<file path="src/rtl/debit_pin_pkg.sv">
// Shared state encoding and parameter defaults for the PIN lockout controller and its bench.
package debit_pin_pkg;

  typedef enum logic [1:0] {
    READY  = 2'd0,
    GRANT  = 2'd1,
    LOCKED = 2'd2
  } pin_state_e;

  localparam int DEF_MAX_TRIES   = 3;
  localparam int DEF_LOCK_CYCLES = 50000;

endpackage

</file>
<file path="src/rtl/pin_lockout_ctrl_rise_detect.sv">
// Registered 1-bit rising-edge detector: rise_o is high while d_i is high and was low last cycle.
module rise_detect (
  input  logic clk,
  input  logic rst_n,
  input  logic d_i,
  output logic rise_o
);

  logic hist_q;
  logic hist_d;

  assign hist_d = d_i;
  assign rise_o = d_i & ~hist_q;

  always_ff @(posedge clk or negedge rst_n) begin
    if (!rst_n) begin
      hist_q <= 1'b0;
    end else begin
      hist_q <= hist_d;
    end
  end

endmodule

</file>
<file path="src/rtl/pin_lockout_ctrl.sv">
// PIN result consumer: grant pulse, consecutive-failure counting and timed keypad lockout.
// Optional ALARM_EN build adds a sticky alarm after ALARM_LOCKS lockouts without a grant.
module pin_lockout_ctrl
  import debit_pin_pkg::*;
#(
  parameter int MAX_TRIES   = DEF_MAX_TRIES,
  parameter int TRY_W       = 2,
  parameter int LOCK_CYCLES = DEF_LOCK_CYCLES,
  parameter int LOCK_W      = 16
`ifdef ALARM_EN
  , parameter int ALARM_LOCKS = 2
`endif
) (
  input  logic             clk,
  input  logic             reset,
  input  logic             correct,
  input  logic             incorrect,
  output logic             grant,
  output logic             locked,
  output logic             pin_clear,
  output logic [TRY_W-1:0] tries_left
`ifdef ALARM_EN
  , output logic           alarm
`endif
);

  localparam logic [TRY_W-1:0] MAX_T = TRY_W'(MAX_TRIES);

  logic c_rise;
  logic i_rise;

  rise_detect u_rise_correct (
    .clk    (clk),
    .rst_n  (reset),
    .d_i    (correct),
    .rise_o (c_rise)
  );

  rise_detect u_rise_incorrect (
    .clk    (clk),
    .rst_n  (reset),
    .d_i    (incorrect),
    .rise_o (i_rise)
  );

  pin_state_e       state_q;
  logic [TRY_W-1:0] fail_cnt_q;
  logic [LOCK_W-1:0] timer_q;
  logic             grant_q;
  logic             locked_q;
  logic             pin_clear_q;
  logic [TRY_W-1:0] tries_left_q;

  logic [TRY_W:0]   fail_inc;
  logic             fail_last;

  // One bit wider so the compare cannot wrap when fail_cnt sits at its top value.
  assign fail_inc  = {1'b0, fail_cnt_q} + (TRY_W+1)'(1);
  assign fail_last = fail_inc >= (TRY_W+1)'(MAX_TRIES);

`ifdef ALARM_EN
  localparam int LC_W = $clog2(ALARM_LOCKS + 1);
  logic [LC_W-1:0] lock_cnt_q;
  logic            alarm_q;
`endif

  always_ff @(posedge clk or negedge reset) begin
    if (!reset) begin
      state_q      <= READY;
      fail_cnt_q   <= '0;
      timer_q      <= '0;
      grant_q      <= 1'b0;
      locked_q     <= 1'b0;
      pin_clear_q  <= 1'b0;
      tries_left_q <= MAX_T;
`ifdef ALARM_EN
      lock_cnt_q   <= '0;
      alarm_q      <= 1'b0;
`endif
    end else begin
      grant_q <= 1'b0;
      case (state_q)
        READY: begin
          // A simultaneous correct edge is deliberately dropped: fail-safe.
          if (i_rise) begin
            pin_clear_q <= 1'b1;
            if (!fail_last) begin
              fail_cnt_q   <= fail_inc[TRY_W-1:0];
              tries_left_q <= MAX_T - fail_inc[TRY_W-1:0];
            end else begin
              state_q      <= LOCKED;
              fail_cnt_q   <= MAX_T;
              timer_q      <= LOCK_W'(LOCK_CYCLES - 1);
              locked_q     <= 1'b1;
              tries_left_q <= '0;
`ifdef ALARM_EN
              if (int'(lock_cnt_q) < ALARM_LOCKS) lock_cnt_q <= lock_cnt_q + LC_W'(1);
              if (int'(lock_cnt_q) + 1 >= ALARM_LOCKS) alarm_q <= 1'b1;
`endif
            end
          end else if (c_rise) begin
            state_q      <= GRANT;
            fail_cnt_q   <= '0;
            grant_q      <= 1'b1;
            pin_clear_q  <= 1'b1;
            tries_left_q <= MAX_T;
`ifdef ALARM_EN
            lock_cnt_q   <= '0;
`endif
          end else begin
            pin_clear_q <= 1'b0;
          end
        end
        GRANT: begin
          state_q      <= READY;
          pin_clear_q  <= 1'b0;
          tries_left_q <= MAX_T;
        end
        LOCKED: begin
          // Entry cycle loads LOCK_CYCLES-1, so the exit on zero gives exactly LOCK_CYCLES.
          if (timer_q == '0) begin
            state_q      <= READY;
            locked_q     <= 1'b0;
            pin_clear_q  <= 1'b0;
            fail_cnt_q   <= '0;
            tries_left_q <= MAX_T;
          end else begin
            timer_q <= timer_q - LOCK_W'(1);
          end
        end
        default: begin
          state_q     <= READY;
          locked_q    <= 1'b0;
          pin_clear_q <= 1'b0;
        end
      endcase
    end
  end

  assign grant      = grant_q;
  assign locked     = locked_q;
  assign pin_clear  = pin_clear_q;
  assign tries_left = tries_left_q;
`ifdef ALARM_EN
  assign alarm      = alarm_q;
`endif

endmodule

</file>
<file path="config.mk">
export PLATFORM = sky130hd
export DESIGN_NAME = pin_lockout_ctrl
export DESIGN_NICKNAME = d
export VERILOG_FILES = /design/src/rtl/debit_pin_pkg.sv /design/src/rtl/pin_lockout_ctrl_rise_detect.sv /design/src/rtl/pin_lockout_ctrl.sv
export SDC_FILE = /design/constraint.sdc
export NUM_CORES = 1
export LEC_CHECK = 0
export ABC_AREA = 0
export ABC_CLOCK_PERIOD_IN_PS = 2800
export CORE_ASPECT_RATIO = 0.6
export CORE_MARGIN = 10
export CORE_UTILIZATION = 59
export CTS_CLUSTER_SIZE = 30
export DETAILED_ROUTE_END_ITERATION = 12
export GPL_ROUTABILITY_DRIVEN = 0
export PLACE_DENSITY = 0.77
export REMOVE_ABC_BUFFERS = 1
export SLEW_MARGIN = 30
export SYNTH_ARGS = -nofsm -noshare
export SYNTH_HDL_FRONTEND = slang
export SYNTH_SLANG_ARGS = --single-unit
</file>
<file path="constraint.sdc">
create_clock -name clk -period 2.8 [get_ports clk]
set_clock_uncertainty 0.15 [all_clocks]
set_input_delay 0.28 -clock clk [delete_from_list [all_inputs] [get_ports clk]]
set_output_delay 0.28 -clock clk [all_outputs]
set_load 0.01 [all_outputs]
</file>
Word level (Yosys, flattened, before mapping):

Cells that the tools add are included.

* register bits: 27
* input port bits: 4
* output and inout port bits: 5

* $add $sub $neg: 3
* $lt $le $gt $ge: 1
* equal/unequal tests: 8
* multiplexer cells: 27
* bitwise gates (word level): 5
* reductions and logical operators: 9

Operator list (count)
* two-way mux 16 bit: 3
* case mux 16 bit (2 select lines): 1
* two-way mux 2 bit: 11
* zero test 16 bit: 1
* subtractor 16 x 1 -> 16 bit (second input constant): 1
* AND reduction 3 bit: 3
* inequality test 2 bit (second input constant): 4
* case mux 2 bit (2 select lines): 2
* AND reduction 4 bit: 2
* two-way mux 1 bit: 7
* inequality test 3 bit (second input constant): 2
* case mux 2 bit (3 select lines): 1
* adder 2 x 1 -> 3 bit (second input constant): 1
* >= comparator 3 x 2 -> 1 bit (second input constant): 1
* inverter 1 bit: 3
* case mux 1 bit (3 select lines): 1
* nonzero test 3 bit: 1
* AND 1 bit: 2
* equality test 2 x 1 -> 1 bit (second input constant): 1
* equality test 2 bit (second input constant): 1
* zero test 2 bit: 1
* case mux 1 bit (2 select lines): 1
* nonzero test 2 bit: 1
* subtractor 2 bit (first input constant): 1

Longest topological paths before layout:

* depth after elaboration: 5
* mapped depth: 9

Modules after synthesis:

A second synthesis with hierarchy kept.

* cells, all modules: 154
* area, all modules: 1556.5 um^2

Modules (own cells, without submodules)
* pin_lockout_ctrl: instances 1, cells each 150, area an instance 1478.9 um^2, seq. area each 628.1 um^2
* rise_detect: instances 2, cells each 2, area an instance 38.8 um^2, seq. area each 25.0 um^2

Worst setup path before layout:

No wires, ideal clock.

* path type: register -> register
* start point: reg timer_q[0]
* end point: reg locked_q, in the netlist locked
* library setup time: 126 ps
* data arrival time: 2105 ps
* setup slack: 419 ps
* cell stages (with the launch flop): 8
* path through: dfrtp_1 > inv_1 > ha_1 > or4b_2 > nor4_4 > buf_4 > nor2_1 > o32a_1

* cells in the longest elaborated chain, start to end: 3

Ends and longest elaborated chain
* from (decl): line pin_lockout_ctrl.sv:48 `logic [LOCK_W-1:0] timer_q;`
* from (signal assigned): line pin_lockout_ctrl.sv:93 `timer_q <= LOCK_W'(LOCK_CYCLES - 1);`
* from (signal assigned): line pin_lockout_ctrl.sv:128 `timer_q <= timer_q - LOCK_W'(1);`
* zero test 16 bit: line pin_lockout_ctrl.sv:121 `if (timer_q == '0) begin`
* inequality test 2 bit (no source line)
* AND reduction 4 bit (no source line)
* to (signal assigned): line pin_lockout_ctrl.sv:94 `locked_q <= 1'b1;`
* to (signal assigned): line pin_lockout_ctrl.sv:123 `locked_q <= 1'b0;`
* to (signal assigned): line pin_lockout_ctrl.sv:133 `locked_q <= 1'b0;`
* to (decl): line pin_lockout_ctrl.sv:50 `logic locked_q;`

Every way passes these cells.
A chain may end at the register's enable or synchronous reset.

Final worst setup path:

* start point: reg timer_q[0]
* end point: reg timer_q[12]

* cells in the longest elaborated chain, start to end: 3

Ends and longest elaborated chain (line)
* subtractor 16 x 1 -> 16 bit / zero test 16 bit (equally long branches): pin_lockout_ctrl.sv:128, pin_lockout_ctrl.sv:121
* two-way mux 16 bit / inequality test 2 bit (equally long branches)
* case mux 16 bit (2 select lines) / AND reduction 4 bit (equally long branches)

Parallel ways exist; a longest one is shown, timed or not. The select of a mux whose other input is x is not followed.

==> reports/qor.yml <==
floorplan:
  num_rows: 14
  ios: 9
  die_h_um: 61.0
  die_x_um: 88.4
  coreArea_um2: 2590
  dieArea_um2: 5390
  initial_core_util_pct: 63.8
sta:
  final.min_clock_period_ps: 2530
  setup_viol: 0
  tightest_slew_ps: 651
  hold_violations: 0
  period_share_pct: 90.3
  rsz0062_at_grt: "no"
  final_max_slew_viol_count: 0
  tns_ps: 0
  max_freq_ghz: 0.396
  max_slew_margin_pct: 56.2
logic_synthesis:
  ys_warn_count: 0
  synth_area_per_cell_um2: 9.73
  ys_types: 51
  synth_cells: 170
  ys_seq_area_share_pct: 41.0
  ys.flop_type: "dfrtp_1"
  synth_enable_flop_cells: 0
  synthArstFlopShare_pct: 100
  ys_ff_latch: 27
  synth_area_um2: 1650
cells_and_area:
  area_delta_synth_final_pct: 10.9
  n_antenna_cell: 0
  design_area_um2: 1830
  drive_gt1_share_pct: 14.3
  nets: 192
clocking:
  cts_htree_levels: 1
  tritoncts: "yes"
  clock_tree.root_cell: "clkbuf_8"
  cts_hold_buf: 0
  clk_pin_slew_worst_paths_ps: 90
  cts_buffers: 3
  cts_resized: 0
  cts_max_path_buffers: 2
  cts_sinks: 27
  clk_latency_ps: 280
  cts_setup_buffers: 0
worst_setup_path:
  cp-start-kind: "flip-flop"
  critPathKind: "flip-flop to flip-flop"
  worst_r2r_endpoint: "timer_q[12]"
  rr_worst_depth: 7
  crit_arrival_ps: 2540
  r2r_setup_slack_ps: 270
  r2r_start: "timer_q[0]"
  crit_required_ps: 2810
  critPathMaxFanout: 5
  cp-end-kind: "flip-flop"
status:
  status: "finished, final reports clean"
placement:
  hpwl_mm: 2.97
  placed_area_um2: 1790
  io_buffers: 8
power:
  power.leakage_nw: 0.686
  peakVddDrop_mv: 0.355
  power.density_nw_per_um2: 342
route:
  via_count: 1401
  viasPerCell: 6.55
  drt_iter0_drc: 230
  wl_mm: 3.85
  first_pass_iters: 4
  ant_nets: 0
  route.detailed.drc: 0
  wl_per_cell_um: 18.0
global_routing:
  grt_overflow: 0
  antenna_found_initial: 0
  grt_pass1_wl_mm: 6.62
  grt_max_degree: 28
  grtUsageTotal_pct: 15.8
  grt_pass1_vias: 1335
job:
  cap_viol_max_count: 0
worst_hold_path:
  worstHoldPathType: "input pin to asynchronous set/reset pin"
==> sequential cells by signal (all words and copies together), names as in the netlist <==
name and flops:
timer_q 16, state_q 2, grant 1, locked 1
pin_clear 1, tries_left 2, u_rise_incorrect.hist_q 1, u_rise_correct.hist_q 1
fail_cnt_q 2
==> worst max-delay path, cell delays in order, from the launching register on <==
cell and delay, ps:
dfrtp_1 410, inv_1 70, ha_1 150, or4b_2 700
a2111oi_0 530, buf_4 210, nand3b_1 120, nand3_1 90
==> placed cells by master, fill, tap and decap left out, drive strengths merged, types with 3 or more instances in the layout <==
| cell | n |
|---|---|
| clkbuf | 3 |
| or4 | 12 |
| o21ai | 7 |
| and2 | 5 |
| nor4b | 3 |
| inv | 7 |
| nor2 | 16 |
| mux2 | 4 |
| nand3 | 8 |
| or3 | 4 |
| dfrtp | 25 |
| clkdlybuf4s50 | 8 |
| mux2i | 3 |
| o31ai | 6 |
| buf | 7 |
| ha | 5 |
| a21oi | 4 |
| nor4 | 7 |
| nand2 | 9 |
| nand2b | 4 |
==> per-stage QoR <==
stage	total power [W]	setup slack, ps	std cells	hold slack (ps)	utilization [%]
finish	0.000628	272	214	215	70.8
global route	0.000655	162	214	247	70.8
CTS	0.000637	278	214	221	70.8
detailed placement	0.000418	312	210	361	69.0
global placement	0.000417	357	210	358	69.0
floorplan	0.000403	312	163	-166	-
==> cells in the mapped netlist, types with 5 or more instances <==
master,count,area share (%)
nand2_1,9,2.0
nor2_1,16,3.6
ha_1,5,3.8
inv_1,7,1.6
nand3_1,8,2.4
or4_1,9,4.1
dfrtp_1,25,38
o31ai_1,6,2.7
o21ai_0,7,2.1
nor4_1,5,1.9
==> logic make-up after synthesis <==
| kind of cell | share of synthesized area [%] |
|---|---|
| muxes | 4.54 |
| DFF | 41.0 |
| and+or+nand+nor | 31.1 |
| adders and majority gates | 3.78 |
| buffers and inverters | 3.93 |
| AOI/OAI and AO/OA | 15.7 |
==> report_power, final <==
| part | switching [W] | internal, W | leakage [nW] |
|---|---|---|---|
| logic | 0.0000112 | 0.00000650 | 0.351 |
| clock network | 0.000118 | 0.0000998 | 0.0255 |
| registers | 0.000000938 | 0.000391 | 0.309 |
| total | 0.000131 | 0.000498 | 0.686 |
==> routing by layer <==
| metal | routed length [um] | track usage (%) | vias up |
|---|---|---|---|
| li1 | - | - | 677 |
| met3 | 319 | 4.08 | 9 |
| met2 | 1570 | 22.3 | 56 |
| met5 | 0 | 0 | - |
| met1 | 1880 | 23.2 | 659 |
| met4 | 80 | 4.58 | 0 |
==> how the worst max path moves through the flow <==
stage                     from            end
finish              timer_q[0]    timer_q[12]
global route        state_q[0]    timer_q[15]
CTS                 timer_q[0]    timer_q[12]
detailed placement  timer_q[0]    timer_q[12]
global placement    timer_q[4]    timer_q[15]
floorplan           timer_q[0]  tries_left[0]
==> cell type report <==
cell class	count	area (um^2)
multi-input cells	129	911
inverters	7	26.3
clock buffers	3	41.3
clock inverters	1	5.00
repair buffers	15	133
well taps	32	40.0
flip-flops and latches	27	678
fillers	196	758
Power figures use the tool's default switching activity.
